<file path="config.mk">
export PLATFORM = sky130hd
export DESIGN_NAME = hex_scroll_ctrl
export DESIGN_NICKNAME = d
export VERILOG_FILES = /design/src/rtl/hex_scroll_pkg.sv /design/src/rtl/hex_tick_gen.sv /design/src/rtl/hex_scroll_ctrl.sv
export SDC_FILE = /design/constraint.sdc
export NUM_CORES = 1
export LEC_CHECK = 0
export ABC_CLOCK_PERIOD_IN_PS = 4850
export BUFFER_PORTS_ARGS = -buffer_cell sky130_fd_sc_hd__buf_2
export CORE_ASPECT_RATIO = 0.6
export CORE_MARGIN = 5
export CORE_UTILIZATION = 55
export DETAILED_ROUTE_END_ITERATION = 10
export GPL_ROUTABILITY_DRIVEN = 0
export GPL_TIMING_DRIVEN = 0
export PLACE_DENSITY = 0.75
export SETUP_SLACK_MARGIN = 0.3
export SKIP_CTS_REPAIR_TIMING = 1
export SYNTH_ARGS = -nofsm -noshare
export SYNTH_HDL_FRONTEND = slang
export SYNTH_SLANG_ARGS = --single-unit
export TNS_END_PERCENT = 1
</file>
<file path="constraint.sdc">
create_clock -name CLOCK -period 4.85 [get_ports CLOCK]
set_input_delay 0.97 -clock CLOCK [delete_from_list [all_inputs] [get_ports CLOCK]]
set_output_delay 0.97 -clock CLOCK [all_outputs]
set_load 0.05 [all_outputs]
</file>
<file path="src/rtl/hex_scroll_pkg.sv">
// Shared types and constants for the scrolling HEX display controller.
//   state_t       : controller FSM states
//   seg_t         : one raw 7-segment pattern (active-low segments)
//   NUM_HEX       : number of displays driven (HEX0..HEX5)
//   BLANK_DEFAULT : all segments off
package hex_scroll_pkg;

    typedef enum logic {
        IDLE = 1'b0,
        RUN  = 1'b1
    } state_t;

    typedef logic [6:0] seg_t;

    localparam int unsigned NUM_HEX       = 6;
    localparam seg_t        BLANK_DEFAULT = 7'b111_1111;

endpackage

</file>
<file path="src/rtl/hex_tick_gen.sv">
// Step-rate timer for the scroll controller.
// Ports:
//   CLOCK  in  system clock
//   RESET  in  synchronous active-high reset
//   CLR    in  reload the timer so a full TICK_DIV period starts next cycle
//   EN     in  count this cycle
//   TICK   out high on the enabled cycle that completes TICK_DIV enabled cycles
module hex_tick_gen #(
    parameter int unsigned TICK_DIV = 25_000_000
) (
    input  logic CLOCK,
    input  logic RESET,
    input  logic CLR,
    input  logic EN,
    output logic TICK
);

    localparam int unsigned    TW   = (TICK_DIV > 1) ? $clog2(TICK_DIV) : 1;
    localparam logic [TW-1:0]  LOAD = TW'(TICK_DIV - 1);

    logic [TW-1:0] cnt_q;

    // Counts down from TICK_DIV-1; zero marks the last cycle of the period.
    assign TICK = EN && (cnt_q == '0);

    always_ff @(posedge CLOCK) begin
        if (RESET || CLR) begin
            cnt_q <= LOAD;
        end else if (EN) begin
            cnt_q <= (cnt_q == '0) ? LOAD : cnt_q - TW'(1);
        end
    end

endmodule

</file>
<file path="src/rtl/hex_scroll_ctrl.sv">
// Scrolling-message controller for six 7-segment displays.
// A message is written into an internal buffer, then scrolled right-to-left
// across HEX0..HEX5, one step every TICK_DIV unheld clock cycles.
// Ports:
//   CLOCK, RESET     system clock, synchronous active-high reset
//   WR_EN/ADDR/DATA  message buffer write port (usable in any state)
//   LEN              message length, sampled with START (clamped to MSG_DEPTH)
//   START            start/restart a pass (ignored when LEN is zero)
//   STOP             abort and blank (wins over START)
//   HOLD             freeze the step timer
//   LOOP             at end of pass: 1 = wrap to step 0, 0 = finish
//   BUSY             high while running
//   DONE             one-cycle pulse when a non-looping pass ends
//   HEX0..HEX5       registered segment patterns
module hex_scroll_ctrl
    import hex_scroll_pkg::*;
#(
    parameter int unsigned MSG_DEPTH = 16,
    parameter int unsigned TICK_DIV  = 25_000_000,
    parameter seg_t        BLANK     = BLANK_DEFAULT
) (
    input  logic                         CLOCK,
    input  logic                         RESET,
    input  logic                         WR_EN,
    input  logic [$clog2(MSG_DEPTH)-1:0] WR_ADDR,
    input  logic [6:0]                   WR_DATA,
    input  logic [$clog2(MSG_DEPTH):0]   LEN,
    input  logic                         START,
    input  logic                         STOP,
    input  logic                         HOLD,
    input  logic                         LOOP,
    output logic                         BUSY,
    output logic                         DONE,
    output logic [6:0]                   HEX0,
    output logic [6:0]                   HEX1,
    output logic [6:0]                   HEX2,
    output logic [6:0]                   HEX3,
    output logic [6:0]                   HEX4,
    output logic [6:0]                   HEX5
);

    localparam int unsigned AW = $clog2(MSG_DEPTH);
    localparam int unsigned LW = AW + 1;
    localparam int unsigned SW = $clog2(MSG_DEPTH + 6);

    state_t         state_q, state_n;
    logic [SW-1:0]  s_q, s_n;
    logic [LW-1:0]  len_q, len_n;
    logic           fin_q, fin_n;
    logic           tmr_clr, tmr_en, tick;
    logic           start_ok;
    logic [SW-1:0]  last_step;

    seg_t           mem_q [MSG_DEPTH];
    seg_t           hex_q [NUM_HEX];
    seg_t           hex_n [NUM_HEX];
    logic           busy_q, busy_n;
    logic           done_q, done_n;
    logic [SW-1:0]  diff;

    assign start_ok  = START && (LEN != '0);
    assign tmr_en    = (state_q == RUN) && !HOLD;
    assign last_step = SW'(len_q) + SW'(5);

    hex_tick_gen #(
        .TICK_DIV (TICK_DIV)
    ) u_tick (
        .CLOCK (CLOCK),
        .RESET (RESET),
        .CLR   (tmr_clr),
        .EN    (tmr_en),
        .TICK  (tick)
    );

    // State register
    always_ff @(posedge CLOCK) begin
        if (RESET) begin
            state_q <= IDLE;
            s_q     <= '0;
            len_q   <= '0;
            fin_q   <= 1'b0;
        end else begin
            state_q <= state_n;
            s_q     <= s_n;
            len_q   <= len_n;
            fin_q   <= fin_n;
        end
    end

    // Next-state logic
    always_comb begin
        state_n = state_q;
        s_n     = s_q;
        len_n   = len_q;
        fin_n   = 1'b0;
        tmr_clr = 1'b0;
        if (STOP) begin
            state_n = IDLE;
            s_n     = '0;
            tmr_clr = 1'b1;
        end else if (start_ok) begin
            state_n = RUN;
            s_n     = '0;
            len_n   = (LEN > LW'(MSG_DEPTH)) ? LW'(MSG_DEPTH) : LEN;
            tmr_clr = 1'b1;
        end else begin
            case (state_q)
                IDLE: tmr_clr = 1'b1;
                RUN: begin
                    if (tick) begin
                        if (s_q == last_step) begin
                            s_n = '0;
                            if (!LOOP) begin
                                state_n = IDLE;
                                fin_n   = 1'b1;
                            end
                        end else begin
                            s_n = s_q + SW'(1);
                        end
                    end
                end
                default: begin
                    state_n = IDLE;
                    s_n     = '0;
                end
            endcase
        end
    end

    // Output logic: HEXk shows mem[s-k] while that index lies inside the message.
    // DONE comes from fin_q so it lines up with the cycle BUSY drops.
    always_comb begin
        busy_n = (state_q == RUN);
        done_n = fin_q;
        diff   = '0;
        for (int unsigned k = 0; k < NUM_HEX; k++) begin
            hex_n[k] = BLANK;
            if ((state_q == RUN) && (s_q >= SW'(k))) begin
                diff = s_q - SW'(k);
                if (diff < SW'(len_q)) begin
                    hex_n[k] = mem_q[AW'(diff)];
                end
            end
        end
    end

    // Message buffer
    always_ff @(posedge CLOCK) begin
        if (RESET) begin
            for (int unsigned i = 0; i < MSG_DEPTH; i++) begin
                mem_q[i] <= BLANK;
            end
        end else if (WR_EN) begin
            mem_q[WR_ADDR] <= WR_DATA;
        end
    end

    // Output registers
    always_ff @(posedge CLOCK) begin
        if (RESET) begin
            busy_q <= 1'b0;
            done_q <= 1'b0;
            for (int unsigned k = 0; k < NUM_HEX; k++) begin
                hex_q[k] <= BLANK;
            end
        end else begin
            busy_q <= busy_n;
            done_q <= done_n;
            for (int unsigned k = 0; k < NUM_HEX; k++) begin
                hex_q[k] <= hex_n[k];
            end
        end
    end

    assign BUSY = busy_q;
    assign DONE = done_q;
    assign HEX0 = hex_q[0];
    assign HEX1 = hex_q[1];
    assign HEX2 = hex_q[2];
    assign HEX3 = hex_q[3];
    assign HEX4 = hex_q[4];
    assign HEX5 = hex_q[5];

endmodule

</file>
# Word level (Yosys, flattened, before mapping)
# Memories as Yosys holds them, arrays and structs flattened. A register that Yosys moved wholly into a read port is not among the register bits.
# Index checks and enable logic that the tools add are counted.
# word_totals
ff_bits	39
ram_bits	154
inputBits	23
out_inout_bits	44
wordCells	101
memories	2
# classes
n_addsub	8
magnitude_cmp	13
n_eq_ne	1
muxes	41
bitwise	10
reduce_logical	19
# mem_list
memory	depth	word_bits	rd	rd_ports_with_merged_regs	wr	line_no	source
mem_q	16	7	6	1	16	hex_scroll_ctrl.sv:54	seg_t mem_q [MSG_DEPTH];
hex_q	6	7	6	0	6	hex_scroll_ctrl.sv:55	seg_t hex_q [NUM_HEX];
# ops
cell	count
$mux W7	19
$lt A5 B5 Y1	6
$logic_not A25 Y1	1
$mux W25	1
$sub A25 B1 Y25 const B	1
$mux W1	16
$mux W4	3
$ge A5 B1 Y1 const B	2
$ge A5 B2 Y1 const B	2
$ge A5 B3 Y1 const B	2
$mux W5	2
$sub A5 B2 Y5 const B	2
$sub A5 B3 Y5 const B	2
$logic_and A1 B1 Y1	9
$reduce_or A7 Y1	1
$or A1 B1 Y1	6
$reduce_or A6 Y1	1
$add A5 B1 Y5 const B	1
$add A5 B3 Y5 const B	1
$eq A5 B5 Y1	1
$gt A5 B5 Y1 const B	1
$reduce_bool A5 Y1	1
$sub A5 B1 Y5 const B	1
$not A1 Y1	4
5 further kinds	6

# Logic depth before layout (Yosys ltp)
# logic_depth
depth_word	6
mapped_depth	13
ltp_nobuf	9

# By module
# From an unflattened synthesis, not the netlist that was laid out.
# unflattened
cells_unflattened	995
area_unflattened_um2	12726.0
# modules_own_cells
mod	instances	cells_per_inst	area_each_um2	seq_area_each_um2
hex_scroll_ctrl	1	859	11531.1	4564.4
hex_tick_gen	1	136	1194.9	500.5

# Worst setup path before layout
# No wires, ideal clock.
# synth_path
path_type	reg-to-reg
startpoint	register s_q[1]
endpoint	memory hex_q[1][0] (netlist name)
setup_time_ns	0.153
arrival_time_ns	3.278
required_time_ns	4.697
setup_slack_ns	1.420
stages_incl_launch_ff	14
path_buffers	4
period_less_slack_ns	3.430
cell_sequence	dfxtp_1 buf_2 buf_1 inv_1 ha_1 clkbuf_1 buf_1 inv_2 ha_1 nor2b_1 o21a_1 o21a_1 o21ai_1 nand3_1
# synth_lines
item	line_no	source
start: declaration	hex_scroll_ctrl.sv:47	logic [SW-1:0] s_q, s_n;
start signal: assignment	hex_scroll_ctrl.sv:84	s_q <= s_n;
end: declaration	hex_scroll_ctrl.sv:55	

==> impl_metrics.csv <==
group,metric,value,unit
worst_setup_path,worstPathArrival,4.86,ns
yosys,ys_seq_elements,197,
cells_and_area,final_core_util,62.3,%
grt,grt-ovfl-total,0,
cells_and_area,final_cells,1320,
cells_and_area,fillers,1634,
grt,track_usage,30.1,%
drt,drtIter0Drc,1732,
drt,dr.pass1.iters,8,
clocking,clockBufferDepth,2,
grt,met2_usage,37.6,%
worst_setup_path,rr_startpoint,"s_q[1]",
floorplanning,start_util,56.5,%
flow_run,max_cap_violations,1,
worst_setup_path,cp.required,5.14,ns
sta,maxClockFrequency,218,MHz
floorplanning,fp.dieH,127,um
worst_setup_path,startpoint,"s_q[1]",
cells_and_area,drive_gt1_share,40.7,%
grt,antenna_found_initial,3,
placement,port_buffers,64,
yosys,yosysSeqAreaShare,40.1,%
sta,setup_viol,0,
sta,tns,0,ns
worst_setup_path,rr_worst_depth,13,
grt,grt_max_degree,20,
yosys,synth_warnings,0,
sta,hold_ws,0.451,ns
yosys,synth_top_area_share,32.5,%
worst_setup_path,regToRegEndpoint,"hex_q[5][1]",
yosys,synth_top_area_cell,"mux4_2",
yosys,ys_top_cells_by_area,"mux4_2 (32%), edfxtp_1 (27%), dfxtp_1 (13%), or2_2 (4.5%), ha_1 (3.8%)",
power,power.density,260,nW/um^2
worst_setup_path,ff2ff_setup_slack,0.27,ns
yosys,syn-instance-count,915,
worst_setup_path,crit_fanout,10,
run_status,outcome,"finished, violations left",
floorplanning,core-area,22300,um^2
sta,tightest_slew,1.55,ns
cells_and_area,final_common_cell,"mux4_2",
power,irDropWorstVdd,264,uV
clocking,cts_root_buffer,"clkbuf_16",
worst_setup_path,cp-endpoint,"hex_q[5][1]",
drt,route.detailed.drc,0,
worst_setup_path,worstSetupPathType,"register to register",
worst_setup_path,endpoint_kind,"register",
clocking,htreeDepth,4,
sta,setup_ws,0.272,ns
grt,grt_pass1_wl,56.6,mm
yosys,synth_edf_count,112,
yosys,netlist_area,12600,um^2
sta,post-route-period-util,94.4,%
drt,vias_per_cell,7.08,
power,power_leakage,4.38,nW
cells_and_area,finalNetCount,1059,
drt,final_antenna_net_count,0,
cells_and_area,fin_area,13900,um^2
sta,rsz0062_at_grt,"yes",
clocking,cts_tree,"done",
grt,top_usage_layer,"met1",
placement,dp_slack,-0.209,ns
yosys,avgSynthCellArea,13.8,um^2
cells_and_area,area_growth,10.2,%
clocking,cts_sinks,197,
clocking,numCtsBuffers,17,
worst_hold_path,min_path_type,"register to register",
placement,dp_cells,1287,
clocking,clk_pin_slew,0.08,ns
drt,num_vias,9340,
floorplanning,die-area,26200,um^2
floorplanning,ios,67,
yosys,async_flop_share,0,%
floorplanning,row_count,42,
sta,finalWorstPathRequiredPeriod,4.58,ns
clocking,clkLatencyLatePin,0.46,ns
drt,wl_per_cell,29.7,um
floorplanning,die_x,206,um
grt,grtUsageMet3,20.7,%
yosys,syn-num-nets,976,
sta,skew,0.0147,ns
sta,slew_headroom,-4.09,%
worst_setup_path,timing.critical_path.from_type,"register",
grt,gr-usage-met1,41.9,%
drt,drt_wl_total,39.2,mm
placement,hpwl,29.6,mm
placement,placed_area,13300,um^2
yosys,synth.distinct_cells,62,
yosys,synth-main-ff-cell,"edfxtp_1",
run_status,violations,"max-capacitance violations, max-slew violations",
sta,finalHoldViolations,0,
grt,grt_pass1_vias,8726,
power,power,3.62,mW
sta,drv_slew,9,
cells_and_area,final_cell_mix,"mux4_2 (182), edfxtp_1 (112), or2_2 (90), dfxtp_1 (85), buf_2 (84)",
## sequential cells by signal, summed over array words and instances (netlist names), named ones only
register,cells
mem_q,112
hex_q,42
u_tick.cnt_q,25
len_q,5
s_q,5
BUSY,1
DONE,1
busy_n,1
done_n,1
## report_power, final
group / switching (mW) / total, mW / internal, mW
registers: 0.127 / 1.95 / 1.82
logic: 0.130 / 0.282 / 0.152
clock network: 0.697 / 1.39 / 0.692
## worst min path at each step
stage | slack, ns | end | start | cells past startpoint
after floorplan | 0.41 | DONE | done_n | 1
after global placement | 0.44 | DONE | done_n | 1
after detailed placement | 0.44 | DONE | done_n | 1
after CTS | 0.46 | DONE | done_n | 1
after global routing | 0.47 | DONE | done_n | 1
final | 0.45 | DONE | done_n | 1
## worst max-delay path, stage by stage (launching register included)
cell and delay [ns]:
dfxtp_1 0.44, buf_2 0.38, clkbuf_2 0.44, inv_1 0.26
ha_1 0.37, clkbuf_1 0.39, clkbuf_2 0.48, inv_2 0.26
ha_1 0.33, nor2b_1 0.15, o21a_1 0.18, o21a_1 0.17
o21ai_1 0.38, nand3_1 0.16
## cell usage after synthesis, types with 2 or more instances
master	instances
o31ai_2	2
nor3_1	10
a21oi_1	14
nand4_1	7
nand4b_1	2
o21a_1	7
nor2_1	24
buf_4	2
dfxtp_1	85
mux4_2	182
nor4_2	2
nor2b_1	11
nand3_1	23
o21ai_0	5
buf_1	6
xor2_1	21
xnor2_1	16
nand2b_1	55
ha_1	38
and3_1	3
nand2_1	40
a22oi_1	4
a311oi_1	3
inv_1	33
o21bai_1	3
or4_1	4
inv_2	2
a211oi_1	3
buf_2	20
or3_1	9
a21o_1	3
nand3b_1	10
o21ai_1	5
clkbuf_1	26
or2_2	90
nor4b_1	4
nor4_1	5
edfxtp_1	112
## layout make-up
type	instances	area [um^2]	share of cell area (%)
clock inverter	12	116	0.836
sequential	197	5060	36.4
inverter	36	135	0.971
timing repair buffer	64	320	2.30
antenna	1	2.50	0.0180
buffer	55	251	1.81
multi-input combinational	627	7190	51.7
tap	308	385	2.77
clock buffer	20	447	3.21
## cell families (layout without fill, tap and decap cells)
logic type	Yosys count	after routing	share of synthesized area, %
DFF	197	197	40.1
AOI/OAI and AO/OA	56	56	3.01
adders and majority gates	38	38	3.77
xor gates and xnor gates	38	38	2.74
and+or+nand+nor	311	311	14.7
other	0	1	0
buffers and inverters	91	187	3.02
muxes	184	184	32.6
## routing by layer
metal | wire (um) | share of wire (%)
met1 | 14700 | 38
met2 | 14700 | 37
met3 | 7950 | 20
met4 | 1530 | 3.9
met5 | 295 | 0.75
(Power assumes the default switching activity.)
